==> config.mk <==
export PLATFORM = sky130hd
export DESIGN_NAME = id_result_buffer
export DESIGN_NICKNAME = d
export VERILOG_FILES = /design/src/rtl/id_result_buffer_pkg.sv /design/src/rtl/id_order_fifo.sv /design/src/rtl/id_result_buffer.sv
export SDC_FILE = /design/constraint.sdc
export NUM_CORES = 1
export LEC_CHECK = 0
export BUFFER_PORTS_ARGS = -buffer_cell sky130_fd_sc_hd__buf_2
export CAP_MARGIN = 20
export CELL_PAD_IN_SITES_DETAIL_PLACEMENT = 2
export CELL_PAD_IN_SITES_GLOBAL_PLACEMENT = 2
export CORE_MARGIN = 4
export CORE_UTILIZATION = 43
export DETAILED_ROUTE_END_ITERATION = 8
export GPL_ROUTABILITY_DRIVEN = 0
export HOLD_SLACK_MARGIN = 0.03
export PLACE_DENSITY_LB_ADDON = 0.25
export SYNTH_ARGS = -nofsm -noshare
export SYNTH_HDL_FRONTEND = slang
export SYNTH_SLANG_ARGS = --single-unit
==> constraint.sdc <==
create_clock -name clk_i -period 3.27 [get_ports clk_i]
set_input_delay 0.327 -clock clk_i [delete_from_list [all_inputs] [get_ports clk_i]]
set_output_delay 0.327 -clock clk_i [all_outputs]
set_load 0.02 [all_outputs]
==> src/rtl/id_result_buffer_pkg.sv <==
// Shared types and default widths for the MAC coprocessor result buffer.
// Per-ID entry layout and counter width helper.
package id_result_buffer_pkg;

  localparam int unsigned IdWidthDef    = 3;
  localparam int unsigned DataWidthDef  = 32;
  localparam int unsigned RdWidthDef    = 5;
  localparam int unsigned QueueDepthDef = 4;

  typedef struct packed {
    logic                    busy;
    logic                    done;
    logic [RdWidthDef-1:0]   rd;
    logic [DataWidthDef-1:0] data;
  } id_entry_t;

  function automatic int unsigned cnt_width(
    input int unsigned depth
  );
    return $clog2(depth) + 1;
  endfunction

endpackage

==> src/rtl/id_order_fifo.sv <==
// Pointer FIFO holding instruction IDs in issue order.
// Power-of-two depth so pointers wrap naturally.
module id_order_fifo
  import id_result_buffer_pkg::*;
#(
  parameter int unsigned IdWidth = IdWidthDef,
  parameter int unsigned Depth   = QueueDepthDef
) (
  input  logic                        clk_i,
  input  logic                        rst_ni,
  input  logic                        flush_i,
  input  logic                        push_i,
  input  logic [IdWidth-1:0]          push_id_i,
  input  logic                        pop_i,
  output logic [IdWidth-1:0]          head_o,
  output logic [cnt_width(Depth)-1:0] count_o,
  output logic                        full_o,
  output logic                        empty_o
);

  localparam int unsigned PtrW = $clog2(Depth);
  localparam int unsigned CntW = cnt_width(Depth);

  logic [IdWidth-1:0] mem_q [Depth];
  logic [PtrW-1:0]    wr_q;
  logic [PtrW-1:0]    rd_q;
  logic [CntW-1:0]    cnt_q;

  always_ff @(posedge clk_i or negedge rst_ni) begin
    if (!rst_ni) begin
      mem_q <= '{default: '0};
      wr_q  <= '0;
      rd_q  <= '0;
      cnt_q <= '0;
    end else if (flush_i) begin
      wr_q  <= '0;
      rd_q  <= '0;
      cnt_q <= '0;
    end else begin
      if (push_i) begin
        mem_q[wr_q] <= push_id_i;
        wr_q        <= wr_q + 1'b1;
      end
      if (pop_i) rd_q <= rd_q + 1'b1;
      if (push_i && !pop_i) cnt_q <= cnt_q + 1'b1;
      else if (!push_i && pop_i) cnt_q <= cnt_q - 1'b1;
    end
  end

  assign head_o  = mem_q[rd_q];
  assign count_o = cnt_q;
  assign full_o  = (cnt_q == CntW'(Depth));
  assign empty_o = (cnt_q == '0);

endmodule

==> src/rtl/id_result_buffer.sv <==
// In-order retire buffer for out-of-order MAC writebacks keyed by ID.
// Entry state lives here; issue order is kept by id_order_fifo.
module id_result_buffer
  import id_result_buffer_pkg::*;
#(
  parameter int unsigned IdWidth    = IdWidthDef,
  parameter int unsigned DataWidth  = DataWidthDef,
  parameter int unsigned RdWidth    = RdWidthDef,
  parameter int unsigned QueueDepth = QueueDepthDef
) (
  input  logic                             clk_i,
  input  logic                             rst_ni,
  input  logic                             flush_i,
  input  logic                             alloc_valid_i,
  output logic                             alloc_ready_o,
  input  logic [IdWidth-1:0]               alloc_id_i,
  input  logic [RdWidth-1:0]               alloc_rd_i,
  input  logic                             wb_valid_i,
  input  logic [IdWidth-1:0]               wb_id_i,
  input  logic [DataWidth-1:0]             wb_data_i,
  output logic                             result_valid_o,
  input  logic                             result_ready_i,
  output logic [IdWidth-1:0]               result_id_o,
  output logic [DataWidth-1:0]             result_data_o,
  output logic [RdWidth-1:0]               result_rd_o,
  output logic                             result_we_o,
  output logic [cnt_width(QueueDepth)-1:0] count_o,
  output logic                             err_o
);

  localparam int unsigned NumIds = 2 ** IdWidth;

  typedef struct packed {
    logic                 busy;
    logic                 done;
    logic [RdWidth-1:0]   rd;
    logic [DataWidth-1:0] data;
  } entry_t;

  entry_t             ent_q [NumIds];
  entry_t             head_ent;
  logic [IdWidth-1:0] head_id;
  logic               full;
  logic               empty;
  logic               alloc_fire;
  logic               pop;
  logic               wb_ok;
  logic               wb_err;
  logic               err_q;

  id_order_fifo #(
    .IdWidth (IdWidth),
    .Depth   (QueueDepth)
  ) u_order (
    .clk_i     (clk_i),
    .rst_ni    (rst_ni),
    .flush_i   (flush_i),
    .push_i    (alloc_fire),
    .push_id_i (alloc_id_i),
    .pop_i     (pop),
    .head_o    (head_id),
    .count_o   (count_o),
    .full_o    (full),
    .empty_o   (empty)
  );

  assign head_ent = ent_q[head_id];

  // rst_ni gates ready so every output reads 0 while in reset
  assign alloc_ready_o = rst_ni && !flush_i && !full
                       && !ent_q[alloc_id_i].busy;
  assign alloc_fire    = alloc_valid_i && alloc_ready_o;

  assign result_valid_o = !flush_i && !empty && head_ent.done;
  assign pop            = result_valid_o && result_ready_i;

  assign wb_ok  = wb_valid_i && !flush_i
                && ent_q[wb_id_i].busy && !ent_q[wb_id_i].done;
  assign wb_err = wb_valid_i && !flush_i && !wb_ok;

  always_ff @(posedge clk_i or negedge rst_ni) begin
    if (!rst_ni) begin
      ent_q <= '{default: '0};
      err_q <= 1'b0;
    end else begin
      err_q <= wb_err;
      if (flush_i) begin
        for (int i = 0; i < NumIds; i++) begin
          ent_q[i].busy <= 1'b0;
          ent_q[i].done <= 1'b0;
        end
      end else begin
        if (wb_ok) begin
          ent_q[wb_id_i].data <= wb_data_i;
          ent_q[wb_id_i].done <= 1'b1;
        end
        if (pop) begin
          ent_q[head_id].busy <= 1'b0;
          ent_q[head_id].done <= 1'b0;
        end
        if (alloc_fire) begin
          ent_q[alloc_id_i].busy <= 1'b1;
          ent_q[alloc_id_i].done <= 1'b0;
          ent_q[alloc_id_i].rd   <= alloc_rd_i;
        end
      end
    end
  end

  assign result_id_o   = head_id;
  assign result_data_o = head_ent.data;
  assign result_rd_o   = head_ent.rd;
  assign result_we_o   = |head_ent.rd;
  assign err_o         = err_q;

endmodule

Yosys cells after proc, flatten, opt, wreduce, memory -nomap -nowiden
Cells that the tools add are included. W data, S select, Z words.

Register bits: 332. Memories: 0. RAM bits: 0. Memory bits (read-only): 0. Latch bits: 0. Output and inout port bits: 47. Bits of input ports: 49.

Magnitude comparators: 9. Equality and inequality tests: 1. Divide/modulo/power cells: 0. Muxes and demuxes: 56. $mul: 0. Reduce and logical (&&, ||, !) cells: 31. Shifts and indexed selects: 0. Bitwise operators: 6. $add $sub $neg: 4.

Operators by type and width (count): $bwmux W312 (7); $mux W312 (5); $demux W39 S3 (7); $bmux W39 S3 (3); $mux W39 (6); $mux W38 (5); $mux W37 (1); $mux W32 (1); $mux W2 (12); $mux W3 (6); $logic_and A1 B1 Y1 (17); $bwmux W12 (1); $ge A4 B4 Y1 const B (3); $lt A4 B1 Y1 const B (3); $not A3 Y4 (3); $logic_not A1 Y1 (8); $bmux W3 S2 (1); $demux W3 S2 (1); $ge A3 B3 Y1 const B (2); $not A2 Y3 (2); $reduce_or A5 Y1 (1); $add A2 B1 Y2 const B (2); $reduce_bool A2 Y1 (2); $add A3 B1 Y3 const B (1); 7 further kinds (7).

Longest topological paths before layout
Gate-level depths: netlist of the first run.

Depth after elaboration: 18. Gate-level depth with buffers: 15.

By module
From an unflattened synthesis of the first run, not the netlist that was laid out.

Cell total of the unflattened synthesis: 1106. Area total of the unflattened synthesis: 15353.5 sq um.

By module, submodules not included: id_result_buffer (times used 1, cells an instance 1033, area an instance 14397.6 sq um); id_order_fifo (times used 1, cells an instance 73, area an instance 955.9 sq um).

Worst setup path before layout of the first run
OpenSTA, ideal clock, no wires.

Kind: register to register. From: register u_order.rd_q[0]. To: register u_order.cnt_q[2] (netlist: u_order.count_o[2]). Data arrival time: 2.946 ns. Clock period less this slack: 3.015 ns. Cell stages (with the launch flop): 14. Path slack: 0.255 ns. Data required time: 3.201 ns. Library setup time: 0.069 ns. Cells stage by stage: dfrtp_1 > buf_4 > mux2i_1 > mux2_4 > inv_2 > buf_6 > mux2i_1 > a221oi_1 > o21ai_1 > buf_6 > and2_1 > fa_1 > or4_1 > nand3_1.

Longest elaborated chain between the ends: 14. Elaborated cells between the ends (all ways): 16. Those cells by class: 8 x mux; 2 x bitwise; 6 x reduce/logical.

Ends and longest elaborated chain: start: declaration (line id_order_fifo.sv:26) `logic [PtrW-1:0] rd_q;`; start signal: assignment (line id_order_fifo.sv:44) `if (pop_i) rd_q <= rd_q + 1'b1;`; $not A2 Y3 (implied by the code) * (line id_order_fifo.sv:50) `assign head_o = mem_q[rd_q];`; $bmux W3 S2 * (line id_order_fifo.sv:50); $mux W3 (implied by the code) * (2 in series) (line id_order_fifo.sv:50); $not A3 Y4 (implied by the code) * (line id_result_buffer.sv:67) `assign head_ent = ent_q[head_id];`; $bmux W39 S3 * (line id_result_buffer.sv:67); $mux W38 (implied by the code) * (2 in series) (line id_result_buffer.sv:67); $logic_and A1 B1 Y1 * (line id_result_buffer.sv:74) `assign result_valid_o = !flush_i && !empty && head_ent.done;`; $logic_and A1 B1 Y1 * (line id_result_buffer.sv:75) `assign pop = result_valid_o && result_ready_i;`; $logic_not A1 Y1 (line id_order_fifo.sv:45) `if (push_i && !pop_i) cnt_q <= cnt_q + 1'b1;`; $logic_and A1 B1 Y1 (line id_order_fifo.sv:45); $mux W3 (line id_order_fifo.sv:45); $mux W3 (line id_order_fifo.sv:35) `end else if (flush_i) begin`; end signal: assignment (line id_order_fifo.sv:45); end signal: assignment (line id_order_fifo.sv:46) `else if (!push_i && pop_i) cnt_q <= cnt_q - 1'b1;`; end: declaration (line id_order_fifo.sv:27) `logic [CntW-1:0] cnt_q;`.

Every way passes the cells marked *; elsewhere a longest branch is shown, timed or not. The select of a mux whose other input is x is not followed. A chain may end at the register's enable or synchronous reset.

Worst setup path after layout of the first run
From: register u_order.rd_q[0]. To: output port result_data_o[21].

Longest elaborated chain between the ends: 8.

Ends and longest elaborated chain: $not A2 Y3 (implied by the code) (line id_order_fifo.sv:50); $bmux W3 S2 (line id_order_fifo.sv:50); $mux W3 (implied by the code) (2 in series) (line id_order_fifo.sv:50); $not A3 Y4 (implied by the code) (line id_result_buffer.sv:67); $bmux W39 S3 (line id_result_buffer.sv:67); $mux W38 (implied by the code) (2 in series) (line id_result_buffer.sv:67); end: declaration (line id_result_buffer.sv:24) `output logic [DataWidth-1:0] result_data_o,`.

No other way between the ends. The select of a mux whose other input is x is not followed.

==> flow_metrics.tcl, run 1 <==
set metrics [dict create \
    vias_per_cell 6.12 \
    cts_max_level 2 \
    finalSetupViolCount 14 \
    layout_setup_ws_ns -0.234 \
    fin_skew_ns 0.0218 \
    drive_gt1_share_pct 47.5 \
    port_buffers 95 \
    final_max_slew_viol_count 0 \
    initial_core_util_pct 43.4 \
    dp.cells 1711 \
    postSynth.asyncResetShare_pct 100 \
    wl_per_cell_um 31.7 \
    num-fill-cells 3244 \
    nets 1371 \
    drc 0 \
    netlist_instances 1176 \
    cts_root_buf "clkbuf_16" \
    final-instance-count-excl-fill 1810 \
    cts_sinks 332 \
    hold_viol_final 0 \
    ios 96 \
    die_h_um 197 \
    grt_pass1_vias 12600 \
    register_area_um2 8310 \
    grt_max_degree 173 \
    grt_pass1_wl_um 81800 \
    arrival_ns 3.18 \
    syn_nets 1230 \
    period_needed_ns 3.50 \
    powerDensity_nw_per_um2 700 \
    die_w_um 197 \
    leakage_nw 9.01 \
    yosys_warnings 0 \
    end_kind "output port" \
    tns_ns -1.15 \
    insertion_delay_ns 0.53 \
    avgSynthCellArea_um2 13.1 \
    dr.first_iter.drc_count 683 \
    die-area_um2 38900 \
    drv_cap 0 \
    rsz0062_at_grt "yes" \
    overflow 0 \
    dr.pass1.iters 5 \
    syn_area_um2 15400 \
    required_ns 2.94 \
    clk_pin_slew_ns 0.07 \
    drt.antenna.violating_nets 0 \
    antenna_found_initial 4 \
    fp-row-count 69 \
    wl_um 57400 \
    multiInputGateArea_um2 6950 \
    hpwl_um 28700 \
    worst_pin_slew_ns 1.05 \
    cts_buffer_depth 3 \
    ys_seq_area_share_pct 54.0 \
    synth-seq-cells 332 \
    violations "setup timing" \
    grt.total_usage_pct 27.4 \
    synth_edf_count 0 \
    startpoint_type "register" \
    slew_headroom_pct 30.1 \
    syn_to_final_growth_pct 22.1 \
    synth_ff_type "dfrtp_1" \
    fmax_mhz 285 \
    setup.worst_path.class "reg -> out" \
    mostFrequentLayoutCells "331 x dfrtp_1, 307 x mux2_2, 86 x buf_2" \
    layout_commonest_cell "dfrtp_1" \
    cts_tree "yes" \
    ir_drop_mv 0.416 \
    crit_fanout 35 \
    hold_class "in -> reg" \
    vias 11100 \
    ys_types 65 \
    min_period_over_period_pct 107 \
    core-area_um2 35400 \
    status "complete, but fails checks" \
    cts_made_buffers 39 \
]
-- cells by family after synthesis --
| kind of cell | Yosys count | share of synthesized area [%] |
|---|---|---|
| adders and majority gates | 5 | 0.456 |
| DFF | 332 | 54.0 |
| AOI/OAI and AO/OA | 190 | 8.39 |
| xor gates and xnor gates | 2 | 0.114 |
| and+or+nand+nor | 172 | 5.89 |
| buffers and inverters | 93 | 3.21 |
| muxes | 382 | 27.9 |
-- report_power, final --
group          total (mW)  internal (mW)  switching [mW]
sequential           4.61           4.39           0.218
clock                4.71           2.87            1.83
combinational        3.82           1.49            2.32
total                13.1           8.76            4.38
-- worst max-delay path, stage by stage, from the launching register on --
cell	delay, ns
dfrtp_2	0.52
mux2i_1	0.28
mux2_4	0.26
buf_12	0.25
nor2_1	0.11
buf_4	0.20
a211oi_1	0.38
o21ai_0	0.25
buf_4	0.20
buf_2	0.16
-- cells in the mapped netlist, drive strengths merged (10+ instances only) --
| cell type | number | area, µm² |
|---|---|---|
| a211oi | 15 | 113 |
| a21oi | 42 | 210 |
| a221oi | 21 | 184 |
| a22oi | 23 | 173 |
| buf | 48 | 324 |
| clkbuf | 27 | 101 |
| dfrtp | 332 | 8310 |
| inv | 17 | 63.8 |
| mux2 | 314 | 3540 |
| mux2i | 62 | 621 |
| nand2 | 96 | 360 |
| nor2 | 15 | 56.3 |
| nor3 | 10 | 60.1 |
| o21ai | 34 | 170 |
| o22ai | 20 | 125 |
-- cell type report --
type | instances | area share (%)
sequential | 332 | 44.3
multi-input combinational | 751 | 37.0
timing repair buffer | 175 | 7.86
clock buffer | 57 | 6.21
tap | 461 | 3.07
clock inverter | 14 | 1.08
inverter | 18 | 0.453
antenna | 2 | 0.0267
-- what timing repair did --
item / CTS / global route
resized for setup: 61 / 71
endpoints found under the hold margin: 20 / 0
setup buffers: 11 / 8
setup endpoints to repair: 38 / 39
pin swaps: 10 / 12
cloned: 2 / 4
hold buffers: 1 / 0
-- registers in the layout, summed over array words and instances, names as in the netlist --
signal	flops
ent_q	312
err_o	1
u_order.count_o	3
u_order.mem_q	12
u_order.rd_q	2
u_order.wr_q	2
-- stage by stage --
stage          util [%]  hold slack [ns]  setup slack [ns]  area [µm²]  power [mW]
2_1_floorplan         -           0.0314             0.255       15400        6.11
3_3_place_gp       46.9            0.467             0.133       16600        7.31
3_5_place_dp       46.9            0.475           -0.0486       16600        7.41
4_1_cts            51.8            0.131            -0.130       18300        12.6
5_1_grt            53.0            0.146            -0.226       18800        13.6
6_report           53.0            0.149            -0.234       18800        13.1
-- routing by layer --
layer	routed length [µm]	up-vias	track usage, %	share of wire, %
met2	28700	367	47.1	50
met1	23900	5967	36.3	42
li1	-	4612	-	-
met3	2630	134	3.77	4.6
met5	14	-	0	0.024
met4	2090	4	8.60	3.6
-- path summary, 6_finish.rpt --
path                            startpoint                  to  slack, ns  cells past startpoint
setup reg to reg           u_order.rd_q[0]  u_order.count_o[2]       0.01                     12
setup / recovery           u_order.rd_q[0]   result_data_o[21]      -0.23                      9
max in group asynchronous           rst_ni           ent_q[50]       1.25                      4
hold / removal                wb_data_i[6]          ent_q[162]       0.15                      2
hold reg to reg                 ent_q[301]          ent_q[301]       0.50                      1
min in group asynchronous           rst_ni     u_order.wr_q[1]       0.48                      3
(Power assumes the default switching activity.)
==> run 2, diff against run 1 <==
CTS_BUF_LIST = sky130_fd_sc_hd__clkbuf_4 sky130_fd_sc_hd__clkbuf_8 sky130_fd_sc_hd__clkbuf_16   (was not set)
GPL_ROUTABILITY_DRIVEN = not set   (was 0)
==> flow_metrics.tcl, run 2 (synthesis gave the netlist of run 1 again) <==
set metrics [dict create \
    largest_reg_flops 312 \
    slowest_stage "dfrtp_2" \
    slowest_delay_ns 0.49 \
    finalSetupViolCount 12 \
    status "complete, but fails checks" \
    insertion_delay_ns 0.55 \
    rsz0062_at_grt "yes" \
    wl_um 64100 \
    grt_max_degree 173 \
    drive_gt1_share_pct 49.7 \
    dr.pass1.iters 5 \
    hold_viol_final 0 \
    antenna_cells 0 \
    place_area_um2 16600 \
    drv_cap 0 \
    dp_slack_ns -0.0486 \
    final_max_slew_viol_count 0 \
    cp_top_family "simple AND/OR/NAND/NOR gates" \
    core-area_um2 35400 \
    clk_pin_slew_ns 0.06 \
    ios 96 \
    hold_class "in -> reg" \
    internal_power_mw 9.23 \
    setup.worst_path.class "reg -> out" \
    mostFrequentLayoutCells "331 x dfrtp_1, 307 x mux2_2, 82 x buf_2" \
    layout_commonest_cell "dfrtp_1" \
    largest_register "ent_q" \
    min_period_over_period_pct 105 \
    powerDensity_nw_per_um2 720 \
    layout_setup_ws_ns -0.157 \
    cts_buffer_depth 3 \
    switching_share_pct 33.9 \
    vias 11600 \
    startpoint_type "register" \
    grt_pass1_wl_um 82100 \
    cts_max_level 2 \
    vias_per_cell 6.27 \
    ir_drop_mv 0.415 \
    fin_skew_ns 0.0321 \
    cts_sinks 332 \
    cts_made_buffers 39 \
    slew_headroom_pct 33.5 \
    antenna_found_initial 4 \
    overflow 0 \
    drc 0 \
    end_kind "output port" \
    place.gp.congestion 0.775 \
    hold_slack_ns 0.133 \
    port_buffers 95 \
    cp_cell_sequence "mux2i_2 -> mux2_4 -> inv_8 -> buf_16 -> nor2b_4 -> a221oi_2 -> o21bai_2 -> nor4_4 -> nand2b_4 -> buf_6" \
    pwr-share-clk_pct 34.7 \
    required_ns 2.94 \
    syn_to_final_growth_pct 26.1 \
    cts_tree "yes" \
    r2r_setup_slack_ns 0.04 \
    die_h_um 197 \
    initial_core_util_pct 43.4 \
    tns_ns -0.769 \
    nets 1408 \
    drt.antenna.violating_nets 0 \
    stdcell_area_um2 19400 \
    worst_pin_slew_ns 0.998 \
    violations "setup timing" \
    grt.total_usage_pct 27.5 \
    fp-row-count 69 \
    crit_fanout 9 \
    grt_pass1_vias 12800 \
    p_switching_mw 4.74 \
    combPwrFrac_pct 32.2 \
    critPathBufInv 3 \
    hpwl_um 28700 \
    pwr-share-seq_pct 33.1 \
    fmax_mhz 292 \
    dr.first_iter.drc_count 865 \
    die_w_um 197 \
    final_core_util_pct 54.8 \
    period_needed_ns 3.43 \
    cts_root_buf "clkbuf_16" \
    wl_per_cell_um 34.7 \
    arrival_ns 3.10 \
    die-area_um2 38900 \
    leakage_nw 9.31 \
]
run 2: timing repair:
| action | CTS | global route |
|---|---|---|
| setup buffers | 14 | 38 |
| hold buffers | 1 | 0 |
| endpoints found under the hold margin | 30 | 0 |
| resized for setup | 64 | 104 |
| cloned | 4 | 7 |
| setup endpoints to repair | 36 | 40 |
| pin swaps | 11 | 21 |
run 2: power by group through the flow:
stage                     Combinational (mW)  Sequential (mW)  Clock, mW
after floorplan                         1.53             4.58          0
after global placement                  2.70             4.61          0
after detailed placement                2.78             4.64          0
after CTS                               3.42             4.58       4.77
after global routing                    4.62             4.65       5.10
final                                   4.50             4.62       4.84
run 2: per-stage QoR:
stage,std cells,power [mW]
after detailed placement,1711,7.41
final,1845,14.0
after floorplan,1176,6.11
after global placement,1711,7.31
after global routing,1845,14.4
after CTS,1801,12.8
run 2: final cells by class:
type	instances	area, µm²
repair buffers	212	2000
flip-flops and latches	332	8310
fillers	3207	16000
inverters	18	95.1
clock buffers	57	1200
clock inverters	14	203
multi-input cells	751	7010
well taps	461	577
run 2: path summary, 6_finish.rpt:
kind | start | endpoint | cells past startpoint
max in group asynchronous | rst_ni | ent_q[166] | 4
min in group asynchronous | rst_ni | u_order.mem_q[6] | 3
max reg2reg | u_order.rd_q[0] | ent_q[232] | 13
min | wb_data_i[26] | ent_q[182] | 2
max | u_order.rd_q[0] | result_we_o | 10
min reg2reg | ent_q[301] | ent_q[301] | 1
run 2: layer usage:
layer  vias to the layer above  global-route usage (%)  routed length (µm)
met3                       199                    4.38                3620
met5                         -                       0                 105
met1                      6204                    36.0               25800
met2                       481                    47.8               31400
li1                       4677                       -                   -
met4                        10                    7.40                3120
==> run 3, diff against run 2 <==
==> constraint.sdc (replaced) <==
create_clock -name clk_i -period 3.27 [get_ports clk_i]
set_input_delay 0.4905 -clock clk_i [delete_from_list [all_inputs] [get_ports clk_i]]
set_output_delay 0.4905 -clock clk_i [all_outputs]
set_load 0.02 [all_outputs]
==> flow_metrics.tcl, run 3 (synthesis gave the netlist of run 1 again) <==
set metrics [dict create \
    status "complete, but fails checks" \
    violations "setup timing" \
    drive_gt1_share_pct 53.3 \
    antenna_found_initial 3 \
    final-instance-count-excl-fill 1849 \
    die-area_um2 38900 \
    fp-row-count 69 \
    place.gp.congestion 0.806 \
    dr.first_iter.drc_count 913 \
    cts_buffer_depth 3 \
    setup.worst_path.class "reg -> out" \
    layout_commonest_cell "dfrtp_1" \
    mostFrequentLayoutCells "331 x dfrtp_1, 306 x mux2_2, 83 x nand2_1" \
    ios 96 \
    slew_headroom_pct 17.1 \
    fmax_mhz 278 \
    drv_cap 0 \
    die_w_um 197 \
    grt_pass1_wl_um 88200 \
    arrival_ns 3.11 \
    stdcell_area_um2 20000 \
    slowest_stage "dfrtp_2" \
    powerDensity_nw_per_um2 705 \
    required_ns 2.78 \
    cts_tree "yes" \
    hpwl_um 29600 \
    cts_max_level 2 \
    fin_skew_ns 0.0284 \
    syn_to_final_growth_pct 30.2 \
    cts_root_buf "clkbuf_16" \
    initial_core_util_pct 43.4 \
    final_max_slew_viol_count 0 \
    layout_setup_ws_ns -0.330 \
    nets 1409 \
    dp_slack_ns 0.101 \
    leakage_nw 9.37 \
    crit_fanout 7 \
    path_common_cell "buf_6" \
    cts_made_buffers 38 \
    startpoint_type "register" \
    overflow 0 \
    largest_register "ent_q" \
    ir_drop_mv 0.480 \
    period_needed_ns 3.60 \
    min_period_over_period_pct 110 \
    dp.cells 1717 \
    core-area_um2 35400 \
    dr.pass1.iters 5 \
    drc 0 \
    grt_pass1_vias 12900 \
    hold_viol_final 0 \
    port_buffers 95 \
    place_area_um2 16700 \
    worst_pin_slew_ns 1.24 \
    drt.antenna.violating_nets 0 \
    wl_um 67600 \
    rsz0062_at_grt "yes" \
    vias 11600 \
    largest_reg_flops 312 \
    end_kind "output port" \
    tns_ns -6.21 \
    wl_per_cell_um 36.6 \
    insertion_delay_ns 0.58 \
    grt.total_usage_pct 30.2 \
    slowest_delay_ns 0.48 \
    vias_per_cell 6.28 \
    grt_max_degree 177 \
    hold_class "in -> reg" \
    cp_cell_sequence "mux2i_1 -> mux2_4 -> clkinvlp_4 -> buf_6 -> buf_4 -> nor2b_4 -> a221oi_1 -> o21bai_2 -> nor4_4 -> nand2b_1 -> buf_6" \
    r2r_setup_slack_ns 0.02 \
    finalSetupViolCount 38 \
    die_h_um 197 \
    clk_pin_slew_ns 0.07 \
    hold_slack_ns 0.262 \
    cts_sinks 332 \
]
## run 3: cell types whose count changed in the layout (fill, tap and decap cells not counted), moves of 5 or more
cell	previous run	this run
a211oi_1	10	3
a211oi_2	4	10
a22oi_1	22	13
a22oi_2	1	10
buf_12	23	31
buf_2	82	59
buf_4	78	73
buf_6	10	35
clkbuf_16	48	41
mux2i_1	52	35
mux2i_4	2	21
o22ai_1	16	9
## run 3: routing by layer
layer / global-route usage [%] / vias to the layer above / routed length [µm]
li1: - / 4692 / -
met2: 51.4 / 497 / 34200
met4: 11.1 / 0 / 3360
met5: 0 / - / 0
met1: 38.5 / 6243 / 26500
met3: 6.02 / 181 / 3570
## run 3: cell type report
class	instances	area, µm²
fillers	3140	15400
flip-flops and latches	332	8310
multi-input cells	751	7500
repair buffers	214	2250
clock buffers	57	1150
well taps	461	577
clock inverters	12	138
inverters	18	85.1
diodes	4	10.0
## run 3: what timing repair did
action | in CTS | in global routing
resized for setup | 125 | 171
buffers inserted | 14 | 35
endpoints found under the setup margin | 37 | 39
hold buffers | 1 | 0
endpoints found under the hold margin | 6 | 0
gates cloned | 7 | 2
pin swaps | 15 | 43
## run 3: critical path, delay by kind of cell, from the launching register on
kind | cells | cell delay, ns
compound gates | 2 | 0.56
buf+inv | 4 | 0.65
flops | 1 | 0.48
mux | 2 | 0.44
simple gates | 3 | 0.40
## run 3: metrics by stage
step	util, %	power [mW]
after floorplan	-	6.11
after global placement	47.2	7.37
after detailed placement	47.2	7.47
after CTS	53.4	12.8
after global routing	56.6	14.5
final	56.6	14.1
## run 3: final timing paths
path                                       from                  to  depth (start not counted)
worst max-delay path            u_order.rd_q[0]         result_we_o                         11
worst min-delay path               wb_data_i[4]          ent_q[121]                          2
worst max register to register  u_order.rd_q[0]  u_order.count_o[2]                         11
worst min register to register       ent_q[303]          ent_q[303]                          1
min in group asynchronous                rst_ni    u_order.mem_q[4]                          2
max in group asynchronous                rst_ni          ent_q[220]                          5
## run 3: report_power, final
part	total, mW	switching [mW]	internal [mW]
combinational	4.82	2.71	2.10
clock	4.64	2.01	2.63
sequential	4.65	0.261	4.39
total	14.1	4.98	9.13
